File: config.mk
export PLATFORM = sky130hd
export DESIGN_NAME = onehot_scan_decoder
export DESIGN_NICKNAME = d
export VERILOG_FILES = /design/src/rtl/onehot_scan_pkg.sv /design/src/rtl/onehot_dec.sv /design/src/rtl/onehot_scan_decoder.sv
export SDC_FILE = /design/constraint.sdc
export NUM_CORES = 1
export LEC_CHECK = 0
export ABC_AREA = 1
export CORE_MARGIN = 2
export CORE_UTILIZATION = 46
export CTS_CLUSTER_DIAMETER = 200
export DETAILED_ROUTE_END_ITERATION = 10
export GPL_TIMING_DRIVEN = 1
export PLACE_DENSITY = 0.75
export SETUP_SLACK_MARGIN = 0.5
export SLEW_MARGIN = 10
export SYNTH_ARGS = -nofsm -noshare
export SYNTH_HDL_FRONTEND = slang
export SYNTH_SLANG_ARGS = --single-unit
File: constraint.sdc
create_clock -name clk -period 1.6 [get_ports clk]
set_input_delay 0.24 -clock clk [delete_from_list [all_inputs] [get_ports clk]]
set_output_delay 0.24 -clock clk [all_outputs]
set_load 0.1 [all_outputs]
File: src/rtl/onehot_scan_pkg.sv
// Shared types and constants for the one-hot scan decoder.
// Holds the controller state encoding and the mode input encoding.
package onehot_scan_pkg;

  typedef enum logic [1:0] {
    IDLE   = 2'd0,
    DIRECT = 2'd1,
    SCAN   = 2'd2
  } state_e;

  localparam logic MODE_DIRECT = 1'b0;
  localparam logic MODE_SCAN   = 1'b1;

endpackage

File: src/rtl/onehot_dec.sv
// Combinational index to one-hot decoder with an output enable.
// A disabled decoder drives all zeros.
module onehot_dec #(
  parameter  int SEL_W = 4,
  localparam int OUT_W = 2**SEL_W
) (
  input  logic [SEL_W-1:0] index,
  input  logic             en,
  output logic [OUT_W-1:0] onehot
);

  // Exactly one bit set when enabled, none otherwise.
  always_comb begin
    onehot = '0;
    if (en) begin
      onehot[index] = 1'b1;
    end else begin
      onehot = '0;
    end
  end

endmodule

File: src/rtl/onehot_scan_decoder.sv
// One-hot output decoder with a handshaked direct-select mode and an
// auto-stepping scan mode; every output comes straight from a flop.
module onehot_scan_decoder
  import onehot_scan_pkg::*;
#(
  parameter  int SEL_W   = 4,
  parameter  int DWELL_W = 8,
  localparam int OUT_W   = 2**SEL_W
) (
  input  logic               clk,
  input  logic               rst_n,
  input  logic               enable,
  input  logic               mode,
  input  logic [SEL_W-1:0]   sel_in,
  input  logic               sel_valid,
  output logic               sel_ready,
  input  logic [DWELL_W-1:0] dwell,
  output logic [OUT_W-1:0]   y,
  output logic [SEL_W-1:0]   idx,
  output logic               wrap
);

  state_e               state_q, state_d;
  logic [SEL_W-1:0]     idx_q, idx_d;
  logic [OUT_W-1:0]     y_q, y_d;
  logic                 wrap_q, wrap_d;
  logic                 sel_ready_q, sel_ready_d;
  logic [DWELL_W-1:0]   cnt_q, cnt_d;
  logic [DWELL_W-1:0]   lim_q, lim_d;
  logic                 hs;

  // Enable low wins over any other request, so it is folded into the accept.
  assign hs = sel_valid & sel_ready_q & enable;

  // Next-state: enable low always parks in IDLE, otherwise mode picks the state.
  always_comb begin
    state_d = state_q;
    if (!enable) begin
      state_d = IDLE;
    end else begin
      case (state_q)
        IDLE, DIRECT, SCAN: state_d = (mode == MODE_SCAN) ? SCAN : DIRECT;
        default:            state_d = IDLE;
      endcase
    end
  end

  // Index, dwell counter and wrap pulse; the dwell limit is latched on each restart.
  always_comb begin
    idx_d  = idx_q;
    cnt_d  = cnt_q;
    lim_d  = lim_q;
    wrap_d = 1'b0;
    case (state_d)
      IDLE: begin
        cnt_d = '0;
      end
      DIRECT: begin
        cnt_d = '0;
        if (hs && (state_q == DIRECT)) begin
          idx_d = sel_in;
        end else begin
          idx_d = idx_q;
        end
      end
      SCAN: begin
        if (state_q != SCAN) begin
          cnt_d = '0;
          lim_d = dwell;
        end else if (cnt_q == lim_q) begin
          idx_d  = idx_q + SEL_W'(1);
          cnt_d  = '0;
          lim_d  = dwell;
          wrap_d = &idx_q;
        end else begin
          cnt_d = cnt_q + DWELL_W'(1);
        end
      end
      default: begin
        cnt_d = '0;
      end
    endcase
  end

  // Ready tracks the registered state, never sel_valid.
  always_comb begin
    sel_ready_d = (state_d == DIRECT);
  end

  onehot_dec #(
    .SEL_W (SEL_W)
  ) u_dec (
    .index  (idx_d),
    .en     (state_d != IDLE),
    .onehot (y_d)
  );

  // State and output registers with asynchronous active-low reset.
  always_ff @(posedge clk or negedge rst_n) begin
    if (!rst_n) begin
      state_q     <= IDLE;
      idx_q       <= '0;
      y_q         <= '0;
      wrap_q      <= 1'b0;
      sel_ready_q <= 1'b0;
      cnt_q       <= '0;
      lim_q       <= '0;
    end else begin
      state_q     <= state_d;
      idx_q       <= idx_d;
      y_q         <= y_d;
      wrap_q      <= wrap_d;
      sel_ready_q <= sel_ready_d;
      cnt_q       <= cnt_d;
      lim_q       <= lim_d;
    end
  end

  assign sel_ready = sel_ready_q;
  assign y         = y_q;
  assign idx       = idx_q;
  assign wrap      = wrap_q;

endmodule

# Word level (Yosys, flattened, before mapping)
# Cells that the tools add are included.
classes:
  add_sub_neg: 2
  n_lt_le_gt_ge: 2
  eq_ne: 6
  mux: 18
  n_bitwise: 2
  n_reduce_logical: 8
op_table:
  columns: ["op", "n"]
  rows:
  - ["2-to-1 mux 8 bit", 5]
  - ["2-to-1 mux 16 bit", 1]
  - ["2-to-1 mux 4 bit", 3]
  - ["adder 8 x 1 -> 8 bit, second input constant", 1]
  - ["equality test 8 bit", 1]
  - ["case mux 4 bit (2 select lines)", 1]
  - ["2-to-1 mux 2 bit", 3]
  - ["< comparator 4 x 5 -> 1 bit, second input constant", 1]
  - ["adder 4 x 1 -> 4 bit, second input constant", 1]
  - ["demux 1 bit (select 4 bit)", 1]
  - ["equality test 2 x 1 -> 1 bit, second input constant", 2]
  - ["equality test 2 bit, second input constant", 2]
  - ["greater-or-equal comparator 4 x 1 -> 1 bit, second input constant", 1]
  - ["2-to-1 mux 1 bit", 4]
  - ["AND reduction 4 bit", 1]
  - ["nonzero test 2 bit", 2]
  - ["OR reduction 3 bit", 1]
  - ["AND 1 bit", 2]
  - ["logical AND 1 bit", 2]
  - ["zero test 2 bit", 1]
  - ["inequality test 2 bit, second input constant", 1]
  - ["AND reduction 2 bit", 1]
totals:
  ff_bits: 40
  output_inout_bits: 22

# Depth between registers and ports, before layout
logic_depth:
  ltp_word: 11
  mapped_depth: 14
  ltp_nobuf: 14

# Modules after synthesis
# Synthesis repeated with hierarchy kept, for this count alone.
hier_totals:
  cells_unflattened: 218
  hier_area_um2: 1915.6
modules_own_cells:
  columns: ["mod", "instances", "cells_each", "area_each_um2", "seq_area_each_um2"]
  rows:
  - ["onehot_scan_decoder", 1, 185, 1775.5, 1001.0]
  - ["onehot_dec", 1, 33, 140.1, 0.0]

# Worst setup path after synthesis
# No wires, ideal clock.
synth_timing:
  kind: "reg-to-reg"
  start: "register idx_q[0] (netlist: idx[0])"
  end: "register y_q[1] (netlist: y[1])"
  setup_ps: 117
  arrival_time_ps: 1933
  required_time_ps: 1483
  slack_ps: -449
  path_stages_with_launch: 10
  n_path_buf: 0
  synth_period_minus_slack_ps: 2049
  path_cell_list: "dfrtp_1 -> inv_1 -> nor3_1 -> nand4_1 -> nand2_1 -> nand3_2 -> nand2_1 -> nand2_1 -> nand2_2 -> nor2_1"
synth_via:
  elab_chain_cells: 9
synth_rtl:
  columns: ["element", "line", "source"]
  rows:
  - ["start: declaration", "onehot_scan_decoder.sv:24", "logic [SEL_W-1:0] idx_q, idx_d;"]
  - ["start signal: assignment", "onehot_scan_decoder.sv:110", "idx_q <= idx_d;"]
  - ["adder 4 x 1 -> 4 bit", "onehot_scan_decoder.sv:71", "idx_d = idx_q + SEL_W'(1);"]
  - ["2-to-1 mux 4 bit", "onehot_scan_decoder.sv:70", "end else if (cnt_q == lim_q) begin"]
  - ["2-to-1 mux 4 bit", "onehot_scan_decoder.sv:67", "if (state_q != SCAN) begin"]
  - ["case mux 4 bit (2 select lines) (*)", "onehot_scan_decoder.sv:54", "case (state_d)"]
  - ["< comparator 4 x 5 -> 1 bit (not written as such) or greater-or-equal comparator 4 x 1 -> 1 bit (tied branches)", "onehot_dec.sv:16", "onehot[index] = 1'b1;"]
  - ["logical AND 1 bit (not written as such)", "onehot_dec.sv:16", null]
  - ["2-to-1 mux 1 bit (not written as such)", "onehot_dec.sv:16", null]
  - ["demux 1 bit (select 4 bit) (*)", null, null]
  - ["2-to-1 mux 16 bit (*)", "onehot_dec.sv:15", "if (en) begin"]
  - ["named net u_dec.onehot[1]", "onehot_dec.sv:9", "output logic [OUT_W-1:0] onehot"]
  - ["end signal: assignment", "onehot_scan_decoder.sv:111", "y_q <= y_d;"]
  - ["end: declaration", "onehot_scan_decoder.sv:25", "logic [OUT_W-1:0] y_q, y_d;"]
# Mark *: on every way through the listed nets, which the timed path passes. The rest lies on a longest branch.
# A chain may end at the register's enable or synchronous reset.

# Worst setup path after layout
layout_timing:
  start: "register cnt_q[1]"
  end: "register y_q[2] (netlist: y[2])"
layout_via:
  elab_chain_cells: 9
layout_rtl:
  columns: ["element", "line", "source"]
  rows:
  - ["start: declaration", "onehot_scan_decoder.sv:28", "logic [DWELL_W-1:0] cnt_q, cnt_d;"]
  - ["start signal: assignment", "onehot_scan_decoder.sv:114", "cnt_q <= cnt_d;"]
  - ["equality test 8 bit (*)", "onehot_scan_decoder.sv:70", null]
  - ["2-to-1 mux 4 bit (*)", "onehot_scan_decoder.sv:70", null]
  - ["2-to-1 mux 4 bit (*)", "onehot_scan_decoder.sv:67", null]
  - ["case mux 4 bit (2 select lines) (*)", "onehot_scan_decoder.sv:54", null]
  - ["named net idx_d[1]", "onehot_scan_decoder.sv:24", null]
  - ["< comparator 4 x 5 -> 1 bit (not written as such) or greater-or-equal comparator 4 x 1 -> 1 bit (tied branches)", "onehot_dec.sv:16", null]
  - ["logical AND 1 bit (not written as such)", "onehot_dec.sv:16", null]
  - ["2-to-1 mux 1 bit (not written as such)", "onehot_dec.sv:16", null]
  - ["demux 1 bit (select 4 bit) (*)", null, null]
  - ["2-to-1 mux 16 bit (*)", "onehot_dec.sv:15", null]
  - ["named net u_dec.onehot[2]", "onehot_dec.sv:9", null]
# Marks and branches as above.

==> results.ini <==
[worst_hold_path]
worstHoldPathCells = 2
hold_path_end = state_q[0]
min_from = mode
hp-class = in2reg

[run_status]
violations = negative setup slack
status = finished with violations

[timing]
fmax_ghz = 0.531
fin_tns_setup_ns = -4.41
slew_headroom_pct = 71.5
finalClockSkew_ns = 0.0103
hold_viol_final = 0
fin_ws_ns = -0.283
min_period_ns = 1.88
tightest_slew_ns = 0.427
slew_violations = 0
fin_crit_sh_pct = 118
hold_slack_ns = 0.237
rsz0062_at_grt = yes
finalSetupViolations = 23

[power_and_ir_drop]
leakage_nw = 1.54
irDropWorstVdd_v = 0.00100
powerDensity_mw_per_mm2 = 985

[global_route]
grt_pass1_wl_um = 8630
grt-ovfl-total = 0
grt_usage_pct = 22.6
use_met1_pct = 27.8
top_usage_layer = met2
use_met2_pct = 37.0
grt_use_met3_pct = 5.92
grt_pass1_vias = 1887
grt_max_degree = 26
antenna_found_initial = 0

[routing]
detail_route.iter0.violations = 119
routed_wl_um = 6320
ant_nets = 0
drc = 0
drtPass1Iterations = 4
via_per_inst = 5.27
vias = 1944
route.detailed.wl_per_inst_um = 17.1

[clock_tree]
clkTransAtPathRegs_ns = 0.09
cts_tree = yes
clockBufferDepth = 2
insertion_delay_ns = 0.31
htreeDepth = 2
cts_sinks = 40
clockRootBuffer = clkbuf_8
cts_made_buffers = 5

[cells_and_area]
multi_input_area_mm2 = 0.00125
num_antenna_cells = 0
area_growth_pct = 76.2
fin_area_mm2 = 0.00352
post-route-util_pct = 86.1
fill_cells = 178
seqCellArea_mm2 = 0.00103
nNetsFinal = 340
layout-drive-gt1-share_pct = 57.4

[logic_synthesis]
syn_area_mm2 = 0.00200
syn_avg_cell_area_um2 = 8.36
synth_cell_types = 24
syn-num-nets = 261
yosys_warnings = 0
synth-seq-area-share_pct = 50.1
ys_ff_latch = 40
synthCells = 239

[worst_setup_path]
r2r-start = cnt_q[1]
timing.rr.end = y[2]
worstPathArrival_ns = 2.11
reg2regPathDepth = 13
cp_max_fo = 5
critPathCaptureType = flip-flop
critPathRequiredTime_ns = 1.82
crit_path_start_kind = flip-flop
worstSetupPathType = reg2reg
r2r_slack_ns = -0.28

[floorplan]
die_area_mm2 = 0.00488
core_mm2 = 0.00409
ios = 39
initial_core_util_pct = 48.9
dieHeight_um = 69.9
die_w_um = 69.9
num_rows = 23

[job]
maxCapViolCount = 0

[place]
hpwl_um = 3360
io_buffer_count = 38
gp_congestion = 0.932
placedInstanceArea_mm2 = 0.00287

worst max path at each step:
stage,endpoint,slack [ns],cells past startpoint,startpoint
3_5_place_dp,y[13],-0.48,12,enable
3_3_place_gp,y[2],-0.43,12,enable
2_1_floorplan,y[12],0.04,8,idx[1]
4_1_cts,y[13],-0.18,12,state_q[1]
5_1_grt,y[2],-0.38,13,cnt_q[1]
6_report,y[2],-0.28,13,cnt_q[1]
cells by family (layout without fill, tap and decap cells):
| group | after synthesis | count (layout) | share of synthesized area, % |
|---|---|---|---|
| adders and majority gates | 5 | 5 | 3.13 |
| and+or+nand+nor | 131 | 132 | 31.2 |
| buffers and inverters | 39 | 118 | 7.39 |
| AOI/OAI and AO/OA | 19 | 19 | 5.95 |
| xor gates and xnor gates | 5 | 5 | 2.19 |
| DFF | 40 | 40 | 50.1 |
layout by cell type, fill, tap and decap left out, types with 2 or more instances in the layout:
master and n:
buf_6 9, nor3b_2 2, nand2_4 11, clkbuf_8 5
dfrtp_2 12, nand3_4 4, nand4_1 7, nand3_2 4
dfrtp_1 24, ha_4 4, clkdlybuf4s50_1 13, nand3_1 3
clkinv_4 2, a21oi_2 6, nor2_2 19, a21oi_4 2
inv_4 2, nand2_1 35, o21ai_1 2, dfrtp_4 4
nor3_2 2, o21ai_2 2, dlymetal6s2s_1 2, nor2_1 14
inv_1 22, nand2_2 12, xor2_1 3, a21oi_1 6
nor2_4 18, buf_4 23, buf_12 23, inv_2 12
per-stage QoR:
step,setup WS (ns),std cells,power (mW)
global route,-0.377,369,3.60
CTS,-0.176,357,3.26
floorplan,0.0441,239,1.92
global placement,-0.426,342,2.30
detailed placement,-0.475,342,2.31
finish,-0.283,369,3.46
per-layer routing:
metal / vias to the layer above / wire length [um]
li1: 900 / -
met4: 0 / 207
met1: 967 / 2550
met3: 19 / 256
met2: 58 / 3310
met5: - / 0
repair_timing:
action                     CTS  global route
cloned                       1             0
hold endpoints to repair    15             0
buffers inserted             5            12
resized for setup           37            69
hold buffers                 1             0
pin swaps                    5            32
setup endpoints to repair   60            60
flip-flops by register name (all words and copies together), names as in the netlist:
signal,flops
lim_q,8
wrap,1
state_q,2
y,16
sel_ready,1
idx,4
cnt_q,8
layout make-up:
type	instances	share of cell area (%)
repair buffers	72	25.7
flip-flops and latches	40	29.3
well taps	50	1.78
clock inverters	3	1.35
inverters	38	4.34
multi-input cells	161	35.6
clock buffers	5	1.96
cell usage after synthesis:
library cell,count,share of area [%]
nor2_4,2,1.1
xnor2_1,1,0.44
nand3_1,6,1.5
o21ai_1,3,0.75
inv_1,33,6.2
a31oi_1,1,0.31
xor2_1,4,1.8
nand2_2,13,4.1
nor2_2,4,1.3
nor2_1,45,8.5
nor3_1,2,0.50
a21oi_4,2,1.6
inv_2,4,0.75
nand2_1,44,8.3
clkinv_1,1,0.19
dfrtp_1,40,50
ha_1,5,3.1
nor3b_1,2,0.75
nand3_2,5,2.5
a21oi_1,12,3.0
o21ai_0,1,0.25
nand2_4,1,0.56
buf_2,1,0.25
nand4_1,7,2.2
critical path, cell delays in order (launching register included):
cell and delay [ns]:
dfrtp_1 0.42, inv_1 0.10, nand2_1 0.05, nand2_1 0.07
nand2_2 0.08, nor2_4 0.19, nand3_2 0.11, nand2_1 0.08
nand3_1 0.11, nand2_1 0.15, nand2_4 0.10, inv_4 0.09
nand3_4 0.11, nor2_2 0.13
report_power, final:
group          internal, mW  leakage [nW]  switching, mW
registers              1.11         0.497          0.109
clock network         0.470        0.0583          0.392
logic                 0.501         0.985          0.880
(Power assumes the default switching activity.)
